===== src/rtl/demux_pkg.sv =====
// demux_pkg: shared constants and helpers for the 1:4 buffered demux.
//   NUM_CH   - number of output channels
//   SEL_W    - width of the channel select
//   ch_sel_t - channel select type
//   cnt_w()  - width of an occupancy counter for a FIFO of the given depth
//              (one extra bit so that "full" is representable)
package demux_pkg;

  localparam int NUM_CH = 4;
  localparam int SEL_W  = 2;

  typedef logic [SEL_W-1:0] ch_sel_t;

  function automatic int cnt_w(input int depth);
    return $clog2(depth) + 1;
  endfunction

endpackage


===== src/rtl/sync_fifo.sv =====
// sync_fifo: single-clock FIFO with registered head, used once per demux channel.
//   clk, rst_n - clock, asynchronous active-low reset (clears pointers and count only)
//   push       - write push_data at the tail (ignored when full)
//   pop        - advance the head (ignored when empty)
//   head_data  - current head word, forced to 0 while empty
//   count      - occupancy, 0..DEPTH
//   full/empty - count == DEPTH / count == 0
// DEPTH must be a power of two and at least 2, so the pointers wrap on
// their own at the natural binary rollover.
module sync_fifo
  import demux_pkg::*;
#(
  parameter int DATA_WIDTH = 32,
  parameter int DEPTH      = 2
) (
  input  logic                      clk,
  input  logic                      rst_n,
  input  logic                      push,
  input  logic [DATA_WIDTH-1:0]     push_data,
  input  logic                      pop,
  output logic [DATA_WIDTH-1:0]     head_data,
  output logic [cnt_w(DEPTH)-1:0]   count,
  output logic                      full,
  output logic                      empty
);

  localparam int PW = $clog2(DEPTH);
  localparam int CW = cnt_w(DEPTH);

  logic [DATA_WIDTH-1:0] mem [DEPTH];
  logic [PW-1:0]         wptr, rptr;
  logic                  do_push, do_pop;

  assign full    = (count == CW'(DEPTH));
  assign empty   = (count == '0);
  assign do_push = push & ~full;
  assign do_pop  = pop & ~empty;

  // Storage is deliberately not reset; stale contents are unreachable once
  // the pointers and count are cleared.
  always_ff @(posedge clk) begin
    if (do_push) mem[wptr] <= push_data;
  end

  always_ff @(posedge clk or negedge rst_n) begin
    if (!rst_n) begin
      wptr  <= '0;
      rptr  <= '0;
      count <= '0;
    end else begin
      if (do_push) wptr <= wptr + PW'(1);
      if (do_pop)  rptr <= rptr + PW'(1);
      // Simultaneous push and pop leaves the count unchanged.
      unique case ({do_push, do_pop})
        2'b10:   count <= count + CW'(1);
        2'b01:   count <= count - CW'(1);
        default: count <= count;
      endcase
    end
  end

  assign head_data = empty ? '0 : mem[rptr];

endmodule


===== src/rtl/demux_1x4_buffered.sv =====
// demux_1x4_buffered: routes one valid/ready producer stream to one of four
// consumer channels, each behind its own FIFO, so a stalled consumer only
// blocks transfers aimed at it.
//   clk, rst_n  - clock, asynchronous active-low reset (empties every FIFO)
//   in_valid    - producer has a transfer
//   in_ready    - FIFO selected by in_sel is not full
//   in_sel      - destination channel 0..3 (only meaningful while in_valid)
//   in_data     - payload
//   out_valid   - bit k: FIFO k non-empty
//   out_ready   - bit k: consumer k accepts
//   out_data    - channel k head at [k*DATA_WIDTH +: DATA_WIDTH], 0 when empty
//   out_count   - channel k occupancy, packed the same way as out_data
module demux_1x4_buffered
  import demux_pkg::*;
#(
  parameter int DATA_WIDTH = 32,
  parameter int DEPTH      = 2
) (
  input  logic                             clk,
  input  logic                             rst_n,
  input  logic                             in_valid,
  output logic                             in_ready,
  input  ch_sel_t                          in_sel,
  input  logic [DATA_WIDTH-1:0]            in_data,
  output logic [NUM_CH-1:0]                out_valid,
  input  logic [NUM_CH-1:0]                out_ready,
  output logic [NUM_CH*DATA_WIDTH-1:0]     out_data,
  output logic [NUM_CH*cnt_w(DEPTH)-1:0]   out_count
);

  localparam int CW = cnt_w(DEPTH);

  logic [NUM_CH-1:0]                 push_en, full, empty;
  logic [NUM_CH-1:0][DATA_WIDTH-1:0] head;
  logic [NUM_CH-1:0][CW-1:0]         cnt;

  // Readiness comes only from registered fullness, never from out_ready:
  // a full channel stays blocked even on the cycle its consumer pops.
  assign in_ready = ~full[in_sel];

  always_comb begin
    push_en = '0;
    if (in_valid && in_ready) push_en[in_sel] = 1'b1;
  end

  for (genvar k = 0; k < NUM_CH; k++) begin : g_ch
    sync_fifo #(
      .DATA_WIDTH (DATA_WIDTH),
      .DEPTH      (DEPTH)
    ) u_fifo (
      .clk       (clk),
      .rst_n     (rst_n),
      .push      (push_en[k]),
      .push_data (in_data),
      .pop       (out_ready[k]),
      .head_data (head[k]),
      .count     (cnt[k]),
      .full      (full[k]),
      .empty     (empty[k])
    );
    assign out_valid[k] = ~empty[k];
  end

  // Packed 2-D arrays flatten with element k at [k*W +: W].
  assign out_data  = head;
  assign out_count = cnt;

endmodule


===== config.mk =====
export PLATFORM = sky130hd
export DESIGN_NAME = demux_1x4_buffered
export DESIGN_NICKNAME = d
export VERILOG_FILES = /design/src/rtl/demux_pkg.sv /design/src/rtl/sync_fifo.sv /design/src/rtl/demux_1x4_buffered.sv
export SDC_FILE = /design/constraint.sdc
export NUM_CORES = 1
export LEC_CHECK = 0
export BUFFER_PORTS_ARGS = -buffer_cell sky130_fd_sc_hd__buf_2
export CAP_MARGIN = 15
export CELL_PAD_IN_SITES_DETAIL_PLACEMENT = 1
export CELL_PAD_IN_SITES_GLOBAL_PLACEMENT = 1
export CORE_AREA = 2 2 191 118
export DETAILED_ROUTE_END_ITERATION = 12
export DIE_AREA = 0 0 193 120
export GPL_TIMING_DRIVEN = 0
export MAX_ROUTING_LAYER = met4
export PLACE_DENSITY_LB_ADDON = 0.1
export SYNTH_ARGS = -nofsm -noshare
export SYNTH_HDL_FRONTEND = slang
export SYNTH_HIERARCHICAL = 1
export SYNTH_SLANG_ARGS = --single-unit

===== constraint.sdc =====
create_clock -name clk -period 8.7 [get_ports clk]
set_clock_uncertainty 0.05 [all_clocks]
set_input_delay 1.74 -clock clk [delete_from_list [all_inputs] [get_ports clk]]
set_output_delay 1.74 -clock clk [all_outputs]
set_load 0.1 [all_outputs]

======== Word level (Yosys, flattened, before mapping) ========
Memory sizes are Yosys's and may differ from the RTL's.
Index checks and enable logic that the tools add are counted.
operators by class
  $add $sub $neg .......................... 16
  multiply operators ...................... 0
  divide/modulo/power cells ............... 0
  $lt $le $gt $ge ......................... 2
  equal/unequal tests ..................... 12
  shift operators ......................... 0
  mux-type cells .......................... 21
  bitwise logic cells ..................... 17
  reduce and logical (&&, ||, !) cells .... 10
operator list
  kind                                                         count
  two-way mux 32 bit                                           4
  equality test 2 bit (second input constant)                  8
  case mux 2 bit (2 select lines)                              4
  two-way mux 1 bit                                            10
  NOT 1 bit                                                    9
  adder 1 bit (second input constant)                          8
  adder 2 x 1 -> 2 bit (second input constant)                 4
  bitwise AND 1 bit                                            8
  equality test 2 x 1 -> 1 bit (second input constant)         4
  zero test 2 bit                                              4
  nonzero test 2 bit                                           4
  subtractor 2 x 1 -> 2 bit (second input constant)            4
  two-way mux 4 bit                                            1
  less-than comparator 2 x 3 -> 1 bit (second input constant)  1
  binary-select mux 1 bit (select 2 bit)                       1
  demux 1 bit (select 2 bit)                                   1
  >= comparator 2 x 1 -> 1 bit (second input constant)         1
  logical AND 1 bit                                            2
storage, ports and cells
  bits in registers ....................... 16
  latch bits .............................. 0
  RAM bits ................................ 256
  ROM bits ................................ 0
  input port bits ......................... 41
  output and inout bits ................... 141
  word-level logic and storage cells ...... 94
  memories kept ........................... 4
memories
  name                depth  bits a word  read ports  clocked after memory_dff  wr ports  RTL line         source
  g_ch[0].u_fifo.mem  2      32           1           0                         1         sync_fifo.sv:30  logic [DATA_WIDTH-1:0] mem [DEPTH];
  g_ch[1].u_fifo.mem  2      32           1           0                         1         sync_fifo.sv:30
  g_ch[2].u_fifo.mem  2      32           1           0                         1         sync_fifo.sv:30
  g_ch[3].u_fifo.mem  2      32           1           0                         1         sync_fifo.sv:30

======== Depth between registers and ports, before layout ========
  word-level depth ........................ 9
  mapped depth ............................ 8
  gate-level depth less buffers ........... 8

======== Cells and area by module ========
The synthesis kept the hierarchy.
by module, submodules not included
  module                          instances  cells each  area an instance (um2)  seq. area each (um2)
  sync_fifo (g_ch[1].u_fifo ...)  3          153         2613.8                  2021.9
  sync_fifo (g_ch[0].u_fifo)      1          153         2617.5                  2021.9
  demux_1x4_buffered              1          11          76.3                    0.0

======== Worst setup path before layout ========
No wires, ideal clock.
  path kind ............................... input-to-output
  start point ............................. in in_sel[0]
  end point ............................... out in_ready
  arrival ................................. 2.808 ns
  data required time ...................... 6.910 ns
  slack ................................... 4.102 ns
  cell stages on the path ................. 2
  path buffers ............................ 0
  cells stage by stage .................... mux4_2 inv_1
on the way
  longest elaborated chain between the ends .. 3
ends and longest elaborated chain
  element                                  RTL line                  source
  start, declared                          demux_1x4_buffered.sv:23  input ch_sel_t in_sel,
  binary-select mux 1 bit (select 2 bit)   demux_1x4_buffered.sv:39  assign in_ready = ~full[in_sel];
  two-way mux 1 bit (implied by the code)  demux_1x4_buffered.sv:39
  NOT 1 bit                                demux_1x4_buffered.sv:39
  end, declared                            demux_1x4_buffered.sv:22  output logic in_ready,
Every way passes these cells. The select of a mux whose other input is x is not followed.

======== Worst setup path after layout ========
Ends and elaborated chain as after synthesis.

==> results by stage <==
Finish:
- The area growth from synthesis to layout is 21.0%.
- The fill cell total of the finished layout is 2,086.
- The share of layout cells above drive strength 1 is 0.315.
- The number of nets in the finished design is 884.
- 0 antenna diodes ended up in the layout.

STA:
- For this run, the top clock speed supported by timing is 215 MHz.
- The number of hold violations in the final report is 0.
- In this run the tightest slew margin relative to its limit is 0.570.
- Setup repair after global routing left no endpoint under its margin.
- The post-route setup TNS is 0 ns.
- Subtracting the final worst setup slack from the clock period gives 4.64 ns.
- The period utilization is 0.533.
- For the pin with the worst max-slew slack, the measured transition is 0.644 ns.
- The number of pins with negative max-slew slack in the final report is 0.
- Setup violations remaining at the end of the flow were counted as 0.

Clocking:
- The root buffer cell chosen for the clock tree is sky130_fd_sc_hd__clkbuf_16.
- The longest clock path from root to sink contains 3 buffers.
- The CTS H-tree depth is 1.
- Clock-pin slew was measured on the worst setup and hold paths at 0.06 ns.
- The CTS tree is built.
- Gates resized during post-CTS repair numbered 0.
- The later pin in the worst-skew pair is clocked with a latency of 0.52 ns.
- The count of hold buffers inserted by post-cts repair is 0.
- The sink count of the clock tree is 272.
- Counting the buffers created by CTS gives 25.
- Buffers added to address setup during post-CTS repair amount to 0.

Synthesis:
- The share of the Yosys chip area taken by registers is 0.768.
- The area share of fa/ha/maj cells after synthesis is 0.00475.
- Counting flops and latches in the post-synthesis netlist gives 272.
- The mux share of post-synthesis cell area is 0.124.
- The dominant combinational cell family by area after synthesis is multiplexers.
- In the synthesized netlist the async set-or-reset flop fraction comes to 0.0588.
- Summing every instance area after synthesis gives 10,500 µm².
- The net count after synthesis is 668.
- For this run, the number of Yosys warnings is 6.
- The count of flip-flops with a built-in enable after synthesis is 256.
- The fraction of the mapped netlist area in compound gates is 0.
- The number of distinct library cells after synthesis is 21.
- Of the total synthesized cell area, the portion taken by AND, OR, NAND and NOR gates is 0.0637.
- The dominant register cell in the synthesized netlist is sky130_fd_sc_hd__edfxtp_1.
- Of the total synthesized cell area, the portion taken by XOR and XNOR cells is 0.0166.
- The mean instance size in the synthesized netlist is 16.9 µm².
- Counting every instance in the synthesized netlist gives 623.

Detailed routing:
- The mean routed wirelength per cell is 22.5 µm.
- The number of search-and-repair iterations in the first detailed-routing pass is 5.
- Once detail routing completed, the nets flagged for antenna violations numbered 0.
- The sum of routed wire length over all layers is 25,700 µm.
- The detail-routed via count per cell is 5.24.
- The post-detailed-route DRC marker count is 0.
- The routed layout has 5,992 vias.
- After the first detailed-routing iteration, the DRC count stood at 332.

Placement:
- The wire-length estimate of the detail-placed layout is 17,400 µm.
- Routability-driven placement finished with a final weighted congestion of 0.791.
- The port buffer count is 181.

Run:
- The number of max-cap violations is 0.

Critical path:
- The number of cells on the worst reg-to-reg path is 6.
- At the worst endpoint, the required time is 6.91 ns.
- The worst setup path is launched from a primary input.
- The peak fanout along the critical path is 5.
- The element type at the critical path end is an output port.
- For the worst setup path, the data arrival time is 2.85 ns.
- The type of the worst setup path is in2out.

Floorplanning:
- The area of the core is 21,500 µm².
- The chip width is 193 µm.
- The overall die height is 120 µm.
- The top-level port count is 182.
- The number of placement rows is 42.
- The initial utilization of the core area, before any placement, comes to 0.489.
- The floorplan die area is 23,200 µm².

GRT:
- The number of antenna violations at the first check in global routing is 0.
- The total track usage is 0.231.
- The residual overflow from global routing is 0.
- Entering global routing, the biggest net connects 27 pins.
- The first-pass GRT wire length is 38,000 µm.
- The via count of the first global-routing pass is 6,235.

Min path:
- The path type of the worst min-delay path is reg2reg.
- The cell depth of the worst hold path is 1.

Outcome:
- The run finished with clean final reports.
worst paths after layout:
path / start / endpoint / slack (ns)
worst max register to register: g_ch[0].u_fifo/count[0]$_DFFE_PN0P_ / g_ch[0].u_fifo/mem[0][13]$_DFFE_PP_ / 6.12
min in group asynchronous: rst_n / g_ch[3].u_fifo/count[1]$_DFFE_PN0P_ / 1.09
worst min-delay path: g_ch[3].u_fifo/count[1]$_DFFE_PN0P_ / g_ch[3].u_fifo/count[1]$_DFFE_PN0P_ / 0.48
worst min register to register: g_ch[3].u_fifo/count[1]$_DFFE_PN0P_ / g_ch[3].u_fifo/count[1]$_DFFE_PN0P_ / 0.48
worst max-delay path: in_sel[0] / in_ready / 4.06
max in group asynchronous: rst_n / g_ch[2].u_fifo/rptr$_DFFE_PN0P_ / 7.23
metal layers:
metal	routed length [µm]	part of all wire	vias up	GRT usage
li1	-	-	2708	-
met1	11800	0.46	3063	0.325
met2	12000	0.47	184	0.358
met3	1460	0.057	37	0.0392
met4	438	0.017	0	0.0464
met5	0	0	-	-
registers in the layout, summed over array words and instances, names as in the netlist:
signal / cells
g_ch.u_fifo/count: 8
g_ch.u_fifo/mem: 256
g_ch.u_fifo/rptr: 4
g_ch.u_fifo/wptr: 4
placed cells by master (no fill, tap or decap), drive strengths merged:
master    n
clkbuf   33
and3      4
nor2b     4
mux4      1
clkinv   12
nor3      1
xor2      8
inv      10
nand2b    4
ha        4
nor2    140
nor4bb    1
mux2i   128
nand2     5
nor3b     1
edfxtp  256
buf     217
nor4b     1
xnor2    12
dfrtp    16
critical path, cell delays in order:
cell and delay (ns):
sky130_fd_sc_hd__buf_2 0.13, sky130_fd_sc_hd__mux4_2 0.50, sky130_fd_sc_hd__inv_1 0.06, sky130_fd_sc_hd__buf_2 0.41
synthesized netlist by cell type, types with 5 or more instances:
| library cell | instances | share of area |
|---|---|---|
| sky130_fd_sc_hd__edfxtp_1 | 256 | 0.73 |
| sky130_fd_sc_hd__buf_4 | 7 | 0.0050 |
| sky130_fd_sc_hd__nor2_1 | 136 | 0.048 |
| sky130_fd_sc_hd__mux2i_1 | 128 | 0.12 |
| sky130_fd_sc_hd__dfrtp_1 | 16 | 0.038 |
| sky130_fd_sc_hd__buf_6 | 9 | 0.0096 |
| sky130_fd_sc_hd__xnor2_1 | 12 | 0.010 |
| sky130_fd_sc_hd__nand2_1 | 5 | 0.0018 |
| sky130_fd_sc_hd__inv_1 | 9 | 0.0032 |
| sky130_fd_sc_hd__xor2_1 | 8 | 0.0067 |
| sky130_fd_sc_hd__buf_2 | 12 | 0.0057 |
logic make-up (layout without fill, tap and decap cells):
group                      count (synthesis)  in the layout
adders and majority gates                  4              4
DFF                                      272            272
and+or+nand+nor                          161            161
xor gates and xnor gates                  20             20
muxes                                    129            129
buffers and inverters                     37            272
metrics by stage:
step	cells	util	instance area, µm²	hold WS [ns]	worst slack, ns
after floorplan	623	-	10500	0.411	4.10
after detailed placement	1098	0.557	12000	0.477	4.04
after CTS	1144	0.592	12700	0.486	4.04
final	1144	0.592	12700	0.479	4.06
after global routing	1144	0.592	12700	0.497	3.99
after global placement	1090	0.548	11800	0.425	3.08
final cells by class:
cell class / instances / area (µm²) / share of cell area
Timing Repair Buffer: 189 / 1080 / 0.0848
Tap cell: 286 / 358 / 0.0281
Multi-Input combinational cell: 314 / 2230 / 0.175
Inverter: 9 / 33.8 / 0.00265
Sequential cell: 272 / 8090 / 0.635
Clock inverter: 13 / 81.3 / 0.00638
Buffer: 28 / 214 / 0.0168
Clock buffer: 33 / 656 / 0.0514
Power is left out: the tool's default activity adds up to more than one toggle a clock period on the data nets, which glitch-free logic cannot reach.
